## config.mk

```make
export PLATFORM = sky130hd
export DESIGN_NAME = mem_port_arbiter_flat
export DESIGN_NICKNAME = d
export VERILOG_FILES = /design/src/rtl/mem_port_arbiter_pkg.sv /design/src/rtl/mem_port_arbiter_if.sv /design/src/rtl/mem_port_timeout.sv /design/src/rtl/mem_port_arbiter.sv /design/src/flat_wrapper.sv
export SDC_FILE = /design/constraint.sdc
export NUM_CORES = 1
export LEC_CHECK = 0
export ABC_AREA = 1
export ABC_CLOCK_PERIOD_IN_PS = 2200
export BUFFER_PORTS_ARGS = -buffer_cell sky130_fd_sc_hd__buf_2
export CAP_MARGIN = 20
export CORE_MARGIN = 2
export CORE_UTILIZATION = 43
export CTS_CLUSTER_SIZE = 40
export DETAILED_ROUTE_END_ITERATION = 10
export PLACE_DENSITY = 0.75
export SYNTH_ARGS = -nofsm -noshare
export SYNTH_HDL_FRONTEND = slang
export SYNTH_HIERARCHICAL = 1
export SYNTH_SLANG_ARGS = --single-unit
export TNS_END_PERCENT = 30
```

## constraint.sdc

```tcl
create_clock -name clk -period 2.2 [get_ports clk]
set_input_delay 0.33 -clock clk [delete_from_list [all_inputs] [get_ports clk]]
set_output_delay 0.33 -clock clk [all_outputs]
set_load 0.01 [all_outputs]
```

## src/rtl/mem_port_arbiter_pkg.sv

```systemverilog
// Shared types and constants for the unified memory port arbiter.
// Imported by the arbiter top and its timeout counter.
package mem_port_arbiter_pkg;

    typedef enum logic [1:0] {
        ST_IDLE     = 2'd0,
        ST_IF_BUSY  = 2'd1,
        ST_MEM_BUSY = 2'd2
    } state_t;

    typedef enum logic {
        OWN_IF  = 1'b0,
        OWN_MEM = 1'b1
    } owner_t;

    localparam logic [3:0] BE_NONE = 4'b0000;
    localparam logic [3:0] BE_WORD = 4'b1111;
    localparam int         TO_W    = 8;

endpackage

```

## src/rtl/mem_port_arbiter_if.sv

```systemverilog
// Bundle between the IF/MEM stages, the arbiter and the memory wrapper.
// slave = arbiter side, master = pipeline and memory side.
interface mem_port_arbiter_if #(
    parameter int AW = 32,
    parameter int DW = 32
);
    logic          if_req;
    logic [AW-1:0] if_addr;
    logic          if_flush;
    logic [DW-1:0] if_rdata;
    logic          if_valid;
    logic          if_stall;

    logic          mem_req;
    logic          mem_we;
    logic [3:0]    mem_be;
    logic [AW-1:0] mem_addr;
    logic [DW-1:0] mem_wdata;
    logic [DW-1:0] mem_rdata;
    logic          mem_valid;
    logic          mem_stall;

    logic          ram_en;
    logic [3:0]    ram_we;
    logic [AW-1:0] ram_addr;
    logic [DW-1:0] ram_wdata;
    logic [DW-1:0] ram_rdata;
    logic          ram_ready;
    logic          timeout_err;

    modport slave (
        input  if_req, if_addr, if_flush,
        input  mem_req, mem_we, mem_be, mem_addr, mem_wdata,
        input  ram_rdata, ram_ready,
        output if_rdata, if_valid, if_stall,
        output mem_rdata, mem_valid, mem_stall,
        output ram_en, ram_we, ram_addr, ram_wdata,
        output timeout_err
    );

    modport master (
        output if_req, if_addr, if_flush,
        output mem_req, mem_we, mem_be, mem_addr, mem_wdata,
        output ram_rdata, ram_ready,
        input  if_rdata, if_valid, if_stall,
        input  mem_rdata, mem_valid, mem_stall,
        input  ram_en, ram_we, ram_addr, ram_wdata,
        input  timeout_err
    );

endinterface

```

## src/rtl/mem_port_timeout.sv

```systemverilog
// Busy-cycle counter; flags expiry on the last allowed wait cycle.
// Cleared whenever the port is idle or the memory answers.
module mem_port_timeout
    import mem_port_arbiter_pkg::*;
#(
    parameter int LIMIT = 255
) (
    input  logic clk,
    input  logic rst,
    input  logic clr,
    input  logic en,
    output logic expired
);

    logic [TO_W-1:0] count;

    always_ff @(posedge clk or negedge rst) begin
        if (!rst)
            count <= '0;
        else if (clr)
            count <= '0;
        else if (en)
            count <= count + TO_W'(1);
    end

    assign expired = en & (count == TO_W'(LIMIT - 1));

endmodule

```

## src/rtl/mem_port_arbiter.sv

```systemverilog
// Serializes IF fetches and MEM loads/stores onto one single-port memory.
// MEM wins in IDLE except for the one grant right after a MEM completion.
module mem_port_arbiter
    import mem_port_arbiter_pkg::*;
#(
    parameter int AW      = 32,
    parameter int DW      = 32,
    parameter int TIMEOUT = 255
) (
    input  logic clk,
    input  logic rst,
    mem_port_arbiter_if.slave bus
);

    state_t        state, state_d;
    owner_t        owner;
    logic          busy, done, expired, if_ok;
    logic          grant_if, grant_mem;
    logic          if_prio, drop_fetch;
    logic [AW-1:0] grant_addr;
    logic [DW-1:0] resp;

    logic [3:0]    ram_we_q;
    logic [AW-1:0] ram_addr_q;
    logic [DW-1:0] ram_wdata_q;
    logic [DW-1:0] if_rdata_q, mem_rdata_q;
    logic          if_valid_q, mem_valid_q, err_q;

    assign busy       = (state != ST_IDLE);
    assign owner      = (state == ST_MEM_BUSY) ? OWN_MEM : OWN_IF;
    assign done       = busy & (bus.ram_ready | expired);
    assign if_ok      = bus.if_req & ~bus.if_flush;
    assign grant_addr = grant_mem ? bus.mem_addr : bus.if_addr;
    assign resp       = bus.ram_ready ? bus.ram_rdata : '0;

    mem_port_timeout #(
        .LIMIT(TIMEOUT)
    ) u_timeout (
        .clk    (clk),
        .rst    (rst),
        .clr    (~busy | bus.ram_ready),
        .en     (busy & ~bus.ram_ready),
        .expired(expired)
    );

    always_ff @(posedge clk or negedge rst) begin
        if (!rst)
            state <= ST_IDLE;
        else
            state <= state_d;
    end

    always_comb begin
        state_d   = state;
        grant_if  = 1'b0;
        grant_mem = 1'b0;
        unique case (state)
            ST_IDLE: begin
                if (if_prio && if_ok)
                    grant_if = 1'b1;
                else if (bus.mem_req)
                    grant_mem = 1'b1;
                else if (if_ok)
                    grant_if = 1'b1;
                if (grant_mem)
                    state_d = ST_MEM_BUSY;
                else if (grant_if)
                    state_d = ST_IF_BUSY;
            end
            ST_IF_BUSY, ST_MEM_BUSY: begin
                if (done)
                    state_d = ST_IDLE;
            end
            default: state_d = ST_IDLE;
        endcase
    end

    always_ff @(posedge clk or negedge rst) begin
        if (!rst) begin
            ram_we_q    <= BE_NONE;
            ram_addr_q  <= '0;
            ram_wdata_q <= '0;
            if_rdata_q  <= '0;
            mem_rdata_q <= '0;
            if_valid_q  <= 1'b0;
            mem_valid_q <= 1'b0;
            err_q       <= 1'b0;
            drop_fetch  <= 1'b0;
            if_prio     <= 1'b0;
        end else begin
            if_valid_q  <= 1'b0;
            mem_valid_q <= 1'b0;
            if (grant_if || grant_mem) begin
                ram_addr_q <= grant_addr;
                ram_we_q   <= (grant_mem && bus.mem_we) ? bus.mem_be : BE_NONE;
                if_prio    <= 1'b0;
            end
            if (grant_mem)
                ram_wdata_q <= bus.mem_wdata;
            // a flush on the completing cycle also discards the fetch
            if (busy && owner == OWN_IF) begin
                drop_fetch <= (drop_fetch | bus.if_flush) & ~done;
                if (done && !(drop_fetch || bus.if_flush)) begin
                    if_valid_q <= 1'b1;
                    if_rdata_q <= resp;
                end
            end
            if (done && owner == OWN_MEM) begin
                mem_valid_q <= 1'b1;
                mem_rdata_q <= resp;
                if_prio     <= 1'b1;
            end
            if (expired)
                err_q <= 1'b1;
        end
    end

    assign bus.ram_en      = busy;
    assign bus.ram_we      = ram_we_q;
    assign bus.ram_addr    = ram_addr_q;
    assign bus.ram_wdata   = ram_wdata_q;
    assign bus.if_rdata    = if_rdata_q;
    assign bus.if_valid    = if_valid_q;
    assign bus.if_stall    = bus.if_req & ~if_valid_q;
    assign bus.mem_rdata   = mem_rdata_q;
    assign bus.mem_valid   = mem_valid_q;
    assign bus.mem_stall   = bus.mem_req & ~mem_valid_q;
    assign bus.timeout_err = err_q;

endmodule

```

## src/flat_wrapper.sv

```systemverilog
// flat-port wrapper written by rule: the top's interface ports become plain ports
module mem_port_arbiter_flat import mem_port_arbiter_pkg::*;
#(
    parameter int AW      = 32,
    parameter int DW      = 32,
    parameter int TIMEOUT = 255
)
  (clk, rst, bus_if_req, bus_if_addr, bus_if_flush, bus_mem_req, bus_mem_we, bus_mem_be, bus_mem_addr, bus_mem_wdata, bus_ram_rdata, bus_ram_ready, bus_if_rdata, bus_if_valid, bus_if_stall, bus_mem_rdata, bus_mem_valid, bus_mem_stall, bus_ram_en, bus_ram_we, bus_ram_addr, bus_ram_wdata, bus_timeout_err);
  mem_port_arbiter_if #(.AW(AW), .DW(DW)) bus_i ();
  input  logic clk;
  input  logic rst;
  input wire logic [$bits(bus_i.if_req)-1:0] bus_if_req;
  input wire logic [$bits(bus_i.if_addr)-1:0] bus_if_addr;
  input wire logic [$bits(bus_i.if_flush)-1:0] bus_if_flush;
  input wire logic [$bits(bus_i.mem_req)-1:0] bus_mem_req;
  input wire logic [$bits(bus_i.mem_we)-1:0] bus_mem_we;
  input wire logic [$bits(bus_i.mem_be)-1:0] bus_mem_be;
  input wire logic [$bits(bus_i.mem_addr)-1:0] bus_mem_addr;
  input wire logic [$bits(bus_i.mem_wdata)-1:0] bus_mem_wdata;
  input wire logic [$bits(bus_i.ram_rdata)-1:0] bus_ram_rdata;
  input wire logic [$bits(bus_i.ram_ready)-1:0] bus_ram_ready;
  output wire logic [$bits(bus_i.if_rdata)-1:0] bus_if_rdata;
  output wire logic [$bits(bus_i.if_valid)-1:0] bus_if_valid;
  output wire logic [$bits(bus_i.if_stall)-1:0] bus_if_stall;
  output wire logic [$bits(bus_i.mem_rdata)-1:0] bus_mem_rdata;
  output wire logic [$bits(bus_i.mem_valid)-1:0] bus_mem_valid;
  output wire logic [$bits(bus_i.mem_stall)-1:0] bus_mem_stall;
  output wire logic [$bits(bus_i.ram_en)-1:0] bus_ram_en;
  output wire logic [$bits(bus_i.ram_we)-1:0] bus_ram_we;
  output wire logic [$bits(bus_i.ram_addr)-1:0] bus_ram_addr;
  output wire logic [$bits(bus_i.ram_wdata)-1:0] bus_ram_wdata;
  output wire logic [$bits(bus_i.timeout_err)-1:0] bus_timeout_err;
  assign bus_i.if_req = bus_if_req;
  assign bus_i.if_addr = bus_if_addr;
  assign bus_i.if_flush = bus_if_flush;
  assign bus_i.mem_req = bus_mem_req;
  assign bus_i.mem_we = bus_mem_we;
  assign bus_i.mem_be = bus_mem_be;
  assign bus_i.mem_addr = bus_mem_addr;
  assign bus_i.mem_wdata = bus_mem_wdata;
  assign bus_i.ram_rdata = bus_ram_rdata;
  assign bus_i.ram_ready = bus_ram_ready;
  assign bus_if_rdata = bus_i.if_rdata;
  assign bus_if_valid = bus_i.if_valid;
  assign bus_if_stall = bus_i.if_stall;
  assign bus_mem_rdata = bus_i.mem_rdata;
  assign bus_mem_valid = bus_i.mem_valid;
  assign bus_mem_stall = bus_i.mem_stall;
  assign bus_ram_en = bus_i.ram_en;
  assign bus_ram_we = bus_i.ram_we;
  assign bus_ram_addr = bus_i.ram_addr;
  assign bus_ram_wdata = bus_i.ram_wdata;
  assign bus_timeout_err = bus_i.timeout_err;
  mem_port_arbiter #(.AW(AW), .DW(DW), .TIMEOUT(TIMEOUT)) u_core (.clk(clk), .rst(rst), .bus(bus_i));
endmodule
```

==> results of run 1 <==
[placed cells by master, fill, tap and decap left out]
cell	synthesis	final
sky130_fd_sc_hd__nor3_2	1	2
sky130_fd_sc_hd__nor2_4	1	1
sky130_fd_sc_hd__buf_2	16	275
sky130_fd_sc_hd__bufinv_16	0	1
sky130_fd_sc_hd__nor2_1	15	14
sky130_fd_sc_hd__nand3_2	1	2
sky130_fd_sc_hd__o21ai_2	16	15
sky130_fd_sc_hd__buf_6	10	1
sky130_fd_sc_hd__clkinv_2	0	3
sky130_fd_sc_hd__nand4_1	2	2
sky130_fd_sc_hd__clkinvlp_4	0	3
sky130_fd_sc_hd__nor2_2	1	2
sky130_fd_sc_hd__inv_1	46	46
sky130_fd_sc_hd__o21ai_0	31	31
sky130_fd_sc_hd__or2_2	1	2
sky130_fd_sc_hd__inv_4	1	1
sky130_fd_sc_hd__clkbuf_1	10	1
sky130_fd_sc_hd__clkinv_4	0	1
sky130_fd_sc_hd__nand3b_1	32	32
sky130_fd_sc_hd__a21oi_4	1	1
sky130_fd_sc_hd__buf_12	0	5
sky130_fd_sc_hd__o21ai_1	25	25
sky130_fd_sc_hd__clkbuf_16	0	17
sky130_fd_sc_hd__nand2_1	324	324
sky130_fd_sc_hd__inv_2	3	3
sky130_fd_sc_hd__ha_1	4	4
sky130_fd_sc_hd__dlygate4sd3_1	0	1
sky130_fd_sc_hd__a21oi_1	4	4
sky130_fd_sc_hd__o21ai_4	0	1
sky130_fd_sc_hd__dfrtp_1	147	147
sky130_fd_sc_hd__clkbuf_8	0	5
sky130_fd_sc_hd__nand3_1	43	42
sky130_fd_sc_hd__buf_4	5	10
[where the power goes]
group	internal [mW]	switching, mW	leakage, nW
clock network	1.69	1.04	0.277
logic	1.60	2.48	2.72
registers	3.82	0.584	1.89
total	7.12	4.10	4.89
[cells by family (layout without fill, tap and decap cells)]
kind of cell	after synthesis	count (layout)
buffers and inverters	91	373
flip-flops	147	147
AO/OA/AOI/OAI	77	77
adder cells (fa/ha/maj)	4	4
AND/OR/NAND/NOR	423	423
[metal layers]
metal / global-route usage (%) / vias to the layer above / share of wire, %
met5: 0 / - / 0
met2: 34.66 / 212 / 50
met1: 27.36 / 2666 / 42
met4: 8.274 / 0 / 2.6
met3: 4.850 / 32 / 5.9
li1: - / 2878 / -
[worst paths after layout]
check,cells past startpoint,to
worst max-delay path,10,u_core/bus.mem_rdata[19]
worst min-delay path,3,u_core/bus.ram_wdata[13]
worst max register to register,10,u_core/bus.mem_rdata[19]
worst min register to register,2,u_core/bus.ram_addr[3]
max in group asynchronous,3,u_core/bus.if_rdata[17]
min in group asynchronous,2,u_core/bus.timeout_err
[worst max-delay path: stages, from the launching register on]
cell and delay [ns]:
sky130_fd_sc_hd__dfrtp_1 0.34, sky130_fd_sc_hd__inv_1 0.06, sky130_fd_sc_hd__ha_1 0.21, sky130_fd_sc_hd__nor2_2 0.10
sky130_fd_sc_hd__nand4_1 0.12, sky130_fd_sc_hd__nor3_2 0.16, sky130_fd_sc_hd__o21ai_2 0.09, sky130_fd_sc_hd__or2_2 0.31
sky130_fd_sc_hd__buf_12 0.20, sky130_fd_sc_hd__nand2_1 0.13, sky130_fd_sc_hd__o21ai_2 0.06
[flip-flops by register name (all words and copies together), names as in the netlist]
name / cells
u_core/bus.ram_addr: 32
u_core/drop_fetch: 1
u_core/state: 2
u_core/u_timeout/count: 8
u_core/bus.mem_valid: 1
u_core/bus.timeout_err: 1
u_core/bus.ram_wdata: 32
u_core/bus.if_rdata: 32
u_core/bus.if_valid: 1
u_core/bus.ram_we: 4
u_core/if_prio: 1
u_core/bus.mem_rdata: 32
[area by class of cell]
class	instances	area, um2
tap	184	230.2
fill	1362	6021
clock buffer	23	498.0
clock inverter	8	76.32
timing repair buffer	292	1573
sequential	147	3679
multi-input combinational	504	2322
inverter	50	190.2
[timing repair]
item,CTS,global route
endpoints found under the hold margin,38,0
gates resized for setup,0,1
setup buffers,0,0
hold buffers,1,0
endpoints found under the setup margin,0,4
==> impl_metrics.py, run 1 <==
metrics = {
    "clock_network": {
        "cts_made_buffers": 17,
        "clock_latency_ns": 0.41,
        "clkTransAtPathRegs_ns": 0.06,
        "cts_root_buf": "sky130_fd_sc_hd__clkbuf_16",
        "cts.htree.levels": 4,
        "clockBufferDepth": 2,
        "cts.sinks": 147,
        "cts_tree": "yes",
    },
    "synthesis": {
        "synth_sequential_area_ratio_pct": 57.13,
        "synth_largest_type_area_fraction_pct": 57.13,
        "yosys-mux-area-fraction_pct": 0,
        "number_of_flops_mapped_to_enable_cells_by_yosys": 0,
        "syn-instance-count": 742,
        "yosys_warnings": 6,
        "ys_async_sr_fraction_pct": 100.0,
        "synth-compound-area-share_pct": 7.093,
        "yosys_most_used_dff": "sky130_fd_sc_hd__dfrtp_1",
        "synth_top_cells_by_count": "324 x sky130_fd_sc_hd__nand2_1, 147 x sky130_fd_sc_hd__dfrtp_1, 46 x sky130_fd_sc_hd__inv_1",
        "synth_area_per_cell_um2": 8.677,
        "synth-adder-area-share_pct": 0.7773,
        "syn_area_um2": 6439,
        "number_of_nets_produced_by_synthesis": 885,
        "post_synth_xor_area_fraction_pct": 0,
        "synth_top_family_by_area": "simple AND/OR/NAND/NOR gates",
        "ys_ff_latch": 147,
        "synth_simple_gate_area_share_pct": 27.89,
        "post_synth_num_cell_types": 26,
        "post_synth_main_area_contributors": "sky130_fd_sc_hd__dfrtp_1 57%, sky130_fd_sc_hd__nand2_1 19%, sky130_fd_sc_hd__nand3b_1 3.7%",
        "synth_area_leader_cell": "sky130_fd_sc_hd__dfrtp_1",
        "post-synth-top-count-cell": "sky130_fd_sc_hd__nand2_1",
    },
    "setup_path": {
        "critPathMaxFanout": 66,
        "critPathCaptureType": "register",
        "cp-startpoint": "u_core/state[0]",
        "worstReg2RegStart": "u_core/state[0]",
        "worst-endpoint-required_ns": 2.49,
        "worst_setup_path_start_kind": "register",
        "worst-setup-path-type": "reg2reg",
        "crit_arrival_ns": 2.22,
        "rrSetupSlack_ns": 0.27,
    },
    "global_routing": {
        "gr-total-overflow": 0,
        "wire_length_of_the_first_global_routing_pass_mm": 26.99,
        "antenna_found_initial": 0,
        "grt_pass1_vias": 5454,
        "grt_start_max_net_pins": 67,
        "gr-usage-all-layers_pct": 21.13,
    },
    "flow_run": {
        "drv_cap": 0,
    },
    "min_path": {
        "worst_hold_path_type": "in2reg",
        "timing.hold.worst.start": "bus_mem_wdata[13]",
    },
    "timing": {
        "fin_crit_ns": 1.928,
        "fin_ws_ns": 0.2720,
        "clock.fmax_ghz": 0.5187,
        "timing.clock.skew_ns": 0.01076,
        "final.period_utilization_pct": 87.63,
        "rsz0062_at_grt": "false",
        "timing.slew.headroom_pct": 54.87,
        "setup_viol": 0,
        "fin_worst_hold_slack_ns": 0.1146,
        "tightestPinTransition_ns": 0.6770,
        "fin_tns_setup_ns": 0,
        "timing.final.max_slew_violations": 0,
        "final_hold_viol_count": 0,
    },
    "layout": {
        "final_net_count": 1155,
        "insertedDiodeCount": 0,
        "utilization_pct": 58.73,
        "final_design_area_no_fill_um2": 8568,
        "finish.cell_count_without_fillers": 1208,
        "drive_above_1_share_pct": 34.28,
        "syn_to_final_growth_pct": 33.07,
    },
    "placed_design": {
        "cell_count_after_placement": 1176,
        "dpl-instance-area_um2": 7979,
        "gp_congestion": 0.8166,
        "numPortBuffers": 276,
        "pre_cts_ws_ns": 0.2161,
        "post-dp-hpwl_mm": 11.94,
    },
    "floorplanning": {
        "die_area_um2": 15970,
        "floorplan.die.width_um": 126.4,
        "initial_utilization_pct": 44.13,
        "floorplan.io_pins": 277,
        "fp.dieH_um": 126.4,
        "row_cnt": 44,
        "core-area_um2": 14590,
    },
    "routing": {
        "route.detailed.drc": 0,
        "number_of_iterations_in_the_first_detailed_routing_pass": 5,
        "final_antenna_net_count": 0,
        "detail_route.vias_per_cell": 4.791,
        "wl_per_cell_um": 13.86,
        "drt_first_iter_violations": 412,
        "wirelength_mm": 16.75,
        "route.vias.total": 5788,
    },
    "run_status": {
        "outcome": "complete, no violations",
    },
    "pwr": {
        "power.leakage_nw": 4.890,
        "vdd_ir_drop_max_mv": 0.5982,
        "cellPowerDensity_nw_per_um2": 1310,
        "fin_total_pwr_mw": 11.22,
    },
}
Power figures use the tool's default switching activity.
==> run 2, diff against run 1 <==
--- a/config.mk
+++ b/config.mk
@@ -6,14 +6,14 @@
 export NUM_CORES = 1
 export LEC_CHECK = 0
 export ABC_AREA = 1
-export ABC_CLOCK_PERIOD_IN_PS = 2200
+export ABC_CLOCK_PERIOD_IN_PS = 2300
 export BUFFER_PORTS_ARGS = -buffer_cell sky130_fd_sc_hd__buf_2
 export CAP_MARGIN = 20
 export CORE_MARGIN = 2
-export CORE_UTILIZATION = 43
+export CORE_UTILIZATION = 48
 export CTS_CLUSTER_SIZE = 40
 export DETAILED_ROUTE_END_ITERATION = 10
-export PLACE_DENSITY = 0.75
+export PLACE_DENSITY = 0.8
 export SYNTH_ARGS = -nofsm -noshare
 export SYNTH_HDL_FRONTEND = slang
 export SYNTH_HIERARCHICAL = 1
==> constraint.sdc (replaced) <==
create_clock -name clk -period 2.3 [get_ports clk]
set_input_delay 0.345 -clock clk [delete_from_list [all_inputs] [get_ports clk]]
set_output_delay 0.345 -clock clk [all_outputs]
set_load 0.01 [all_outputs]
==> run 2 against run 1 <==
Non-clock buffer count grew 1. Design area grew 0.98%. Sequential share of layout area shrank 0.42 points. Critical endpoint is now u_core/bus.mem_rdata[13]. Combinational power shrank 4%. Fmax shrank 7.1%. Critical path depth is the same. Wire length shrank 2.2%. Clock-buffer cell count grew 1. Flip-flop and latch count is the same. Hold slack gained 0.013 ns. Global-route usage grew 2.1 points. Largest cell class unchanged.
==> impl_metrics.py, run 2 (synthesis results as in run 1) <==
metrics = {
    "run_status": {
        "outcome": "complete, no violations",
    },
    "flow_run": {
        "drv_cap": 0,
    },
    "routing": {
        "final_antenna_net_count": 0,
        "wl_per_cell_um": 13.63,
        "number_of_iterations_in_the_first_detailed_routing_pass": 5,
        "detailroute.wirelength.met2_mm": 8.221,
        "route.vias.total": 5875,
        "route.met3.wl_um": 991,
        "detail_route.vias_per_cell": 4.888,
        "wirelength_mm": 16.38,
        "drt_first_iter_violations": 451,
        "met1_length_mm": 6.798,
        "highest-signal-layer": "met4",
        "route.detailed.drc": 0,
    },
    "setup_path": {
        "critical-path-max-stage-delay_ns": 0.35,
        "worst_setup_path_start_kind": "register",
        "worst_path_most_repeated_cell": "sky130_fd_sc_hd__o21ai_2",
        "crit_arrival_ns": 2.37,
        "cp_top_family": "simple AND/OR/NAND/NOR gates",
        "worst-endpoint-required_ns": 2.60,
        "critPathCaptureType": "register",
        "critPathMaxFanout": 53,
        "worst-path-buf-inv": 2,
        "crit_path_cell_trace": "inv_1 -> ha_1 -> nor2_1 -> nand4_1 -> nor3_1 -> o21ai_2 -> or2_2 -> buf_12 -> nand2_1 -> o21ai_2",
        "worst-setup-path-type": "reg2reg",
        "cp_slowest_cell": "sky130_fd_sc_hd__dfrtp_1",
    },
    "placed_design": {
        "dpl-instance-area_um2": 7974,
        "pre_cts_ws_ns": 0.2801,
        "post-dp-hpwl_mm": 11.49,
        "cell_count_after_placement": 1169,
        "gp_congestion": 0.8192,
        "numPortBuffers": 276,
    },
    "global_routing": {
        "grt_start_max_net_pins": 66,
        "grt_pass1_vias": 5531,
        "wire_length_of_the_first_global_routing_pass_mm": 26.56,
        "antenna_found_initial": 0,
        "gr-total-overflow": 0,
        "gr-usage-all-layers_pct": 23.24,
    },
    "clock_network": {
        "clkTransAtPathRegs_ns": 0.06,
        "cts.htree.levels": 4,
        "cts_made_buffers": 17,
        "cts_resized": 0,
        "clock_latency_ns": 0.41,
        "cts_tree": "yes",
        "clockBufferDepth": 2,
        "cts_root_buf": "sky130_fd_sc_hd__clkbuf_16",
        "cts.sinks": 147,
    },
    "timing": {
        "fin_worst_hold_slack_ns": 0.1279,
        "fin_ws_ns": 0.2251,
        "final_hold_viol_count": 0,
        "clock.fmax_ghz": 0.4820,
        "fin_crit_ns": 2.075,
        "fin_tns_setup_ns": 0,
        "timing.slew.headroom_pct": 58.62,
        "rsz0062_at_grt": "false",
        "final.period_utilization_pct": 90.21,
        "tightestPinTransition_ns": 0.6198,
        "timing.clock.skew_ns": 0.008557,
        "timing.final.max_slew_violations": 0,
        "setup_viol": 0,
    },
    "pwr": {
        "fin_total_pwr_mw": 11.24,
        "cellPowerDensity_nw_per_um2": 1299,
        "vdd_ir_drop_max_mv": 0.6871,
        "power.leakage_nw": 4.935,
    },
    "floorplanning": {
        "floorplan.die.width_um": 119.8,
        "die_area_um2": 14360,
        "initial_utilization_pct": 48.81,
        "floorplan.io_pins": 277,
        "row_cnt": 42,
        "core-area_um2": 13190,
        "fp.dieH_um": 119.8,
    },
    "layout": {
        "final_net_count": 1156,
        "final_design_area_no_fill_um2": 8652,
        "insertedDiodeCount": 0,
        "finish.cell_count_without_fillers": 1202,
        "layout.cells.most_common": "sky130_fd_sc_hd__nand2_1",
        "syn_to_final_growth_pct": 34.38,
        "utilization_pct": 65.59,
        "drive_above_1_share_pct": 33.82,
        "final_cell_mix": "324 x sky130_fd_sc_hd__nand2_1, 275 x sky130_fd_sc_hd__buf_2, 147 x sky130_fd_sc_hd__dfrtp_1, 46 x sky130_fd_sc_hd__inv_1, 42 x sky130_fd_sc_hd__nand3_1",
    },
    "min_path": {
        "worst_hold_path_type": "in2reg",
    },
}
## run 2: worst paths after layout
check	startpoint	endpoint	slack, ns	depth (start not counted)
min in group asynchronous	rst	u_core/bus.if_rdata[25]	0.42	2
worst max-delay path	u_core/state[0]	u_core/bus.mem_rdata[13]	0.23	10
worst min register to register	u_core/bus.ram_wdata[25]	u_core/bus.ram_wdata[25]	0.47	2
worst max register to register	u_core/state[0]	u_core/bus.mem_rdata[13]	0.23	10
worst min-delay path	bus_mem_wdata[8]	u_core/bus.ram_wdata[8]	0.13	3
max in group asynchronous	rst	u_core/bus.ram_wdata[12]	1.21	3
## run 2: worst register-to-register path, stage by stage, from the launching register on
cell,delay (ns)
sky130_fd_sc_hd__dfrtp_1,0.35
sky130_fd_sc_hd__inv_1,0.06
sky130_fd_sc_hd__ha_1,0.21
sky130_fd_sc_hd__nor2_1,0.14
sky130_fd_sc_hd__nand4_1,0.11
sky130_fd_sc_hd__nor3_1,0.25
sky130_fd_sc_hd__o21ai_2,0.11
sky130_fd_sc_hd__or2_2,0.33
sky130_fd_sc_hd__buf_12,0.20
sky130_fd_sc_hd__nand2_1,0.13
sky130_fd_sc_hd__o21ai_2,0.06
## run 2: cell type report
cell class,instances,area (um2)
flip-flops and latches,147,3679
repair buffers,293,1580
clock inverters,8,196.4
well taps,176,220.2
clock buffers,24,471.7
multi-input cells,504,2315
inverters,50,190.2
fillers,1125,4538
## run 2: timing repair
item | in CTS | in global routing
hold buffers | 1 | 0
endpoints found under the hold margin | 45 | 0
buffers inserted | 0 | 0
## run 2: power by group
group          total (mW)  switching, mW  internal [mW]
Sequential           4.23          0.569           3.66
Combinational        3.90           2.36           1.54
Clock                3.11           1.01           2.10
Total                11.2           3.94           7.30
## run 2: routing by layer
| metal | track usage (%) | vias to the layer above |
|---|---|---|
| met5 | 0 | - |
| met4 | 8.088 | 0 |
| met3 | 5.846 | 27 |
| met2 | 40.14 | 206 |
| met1 | 28.39 | 2765 |
| li1 | - | 2877 |
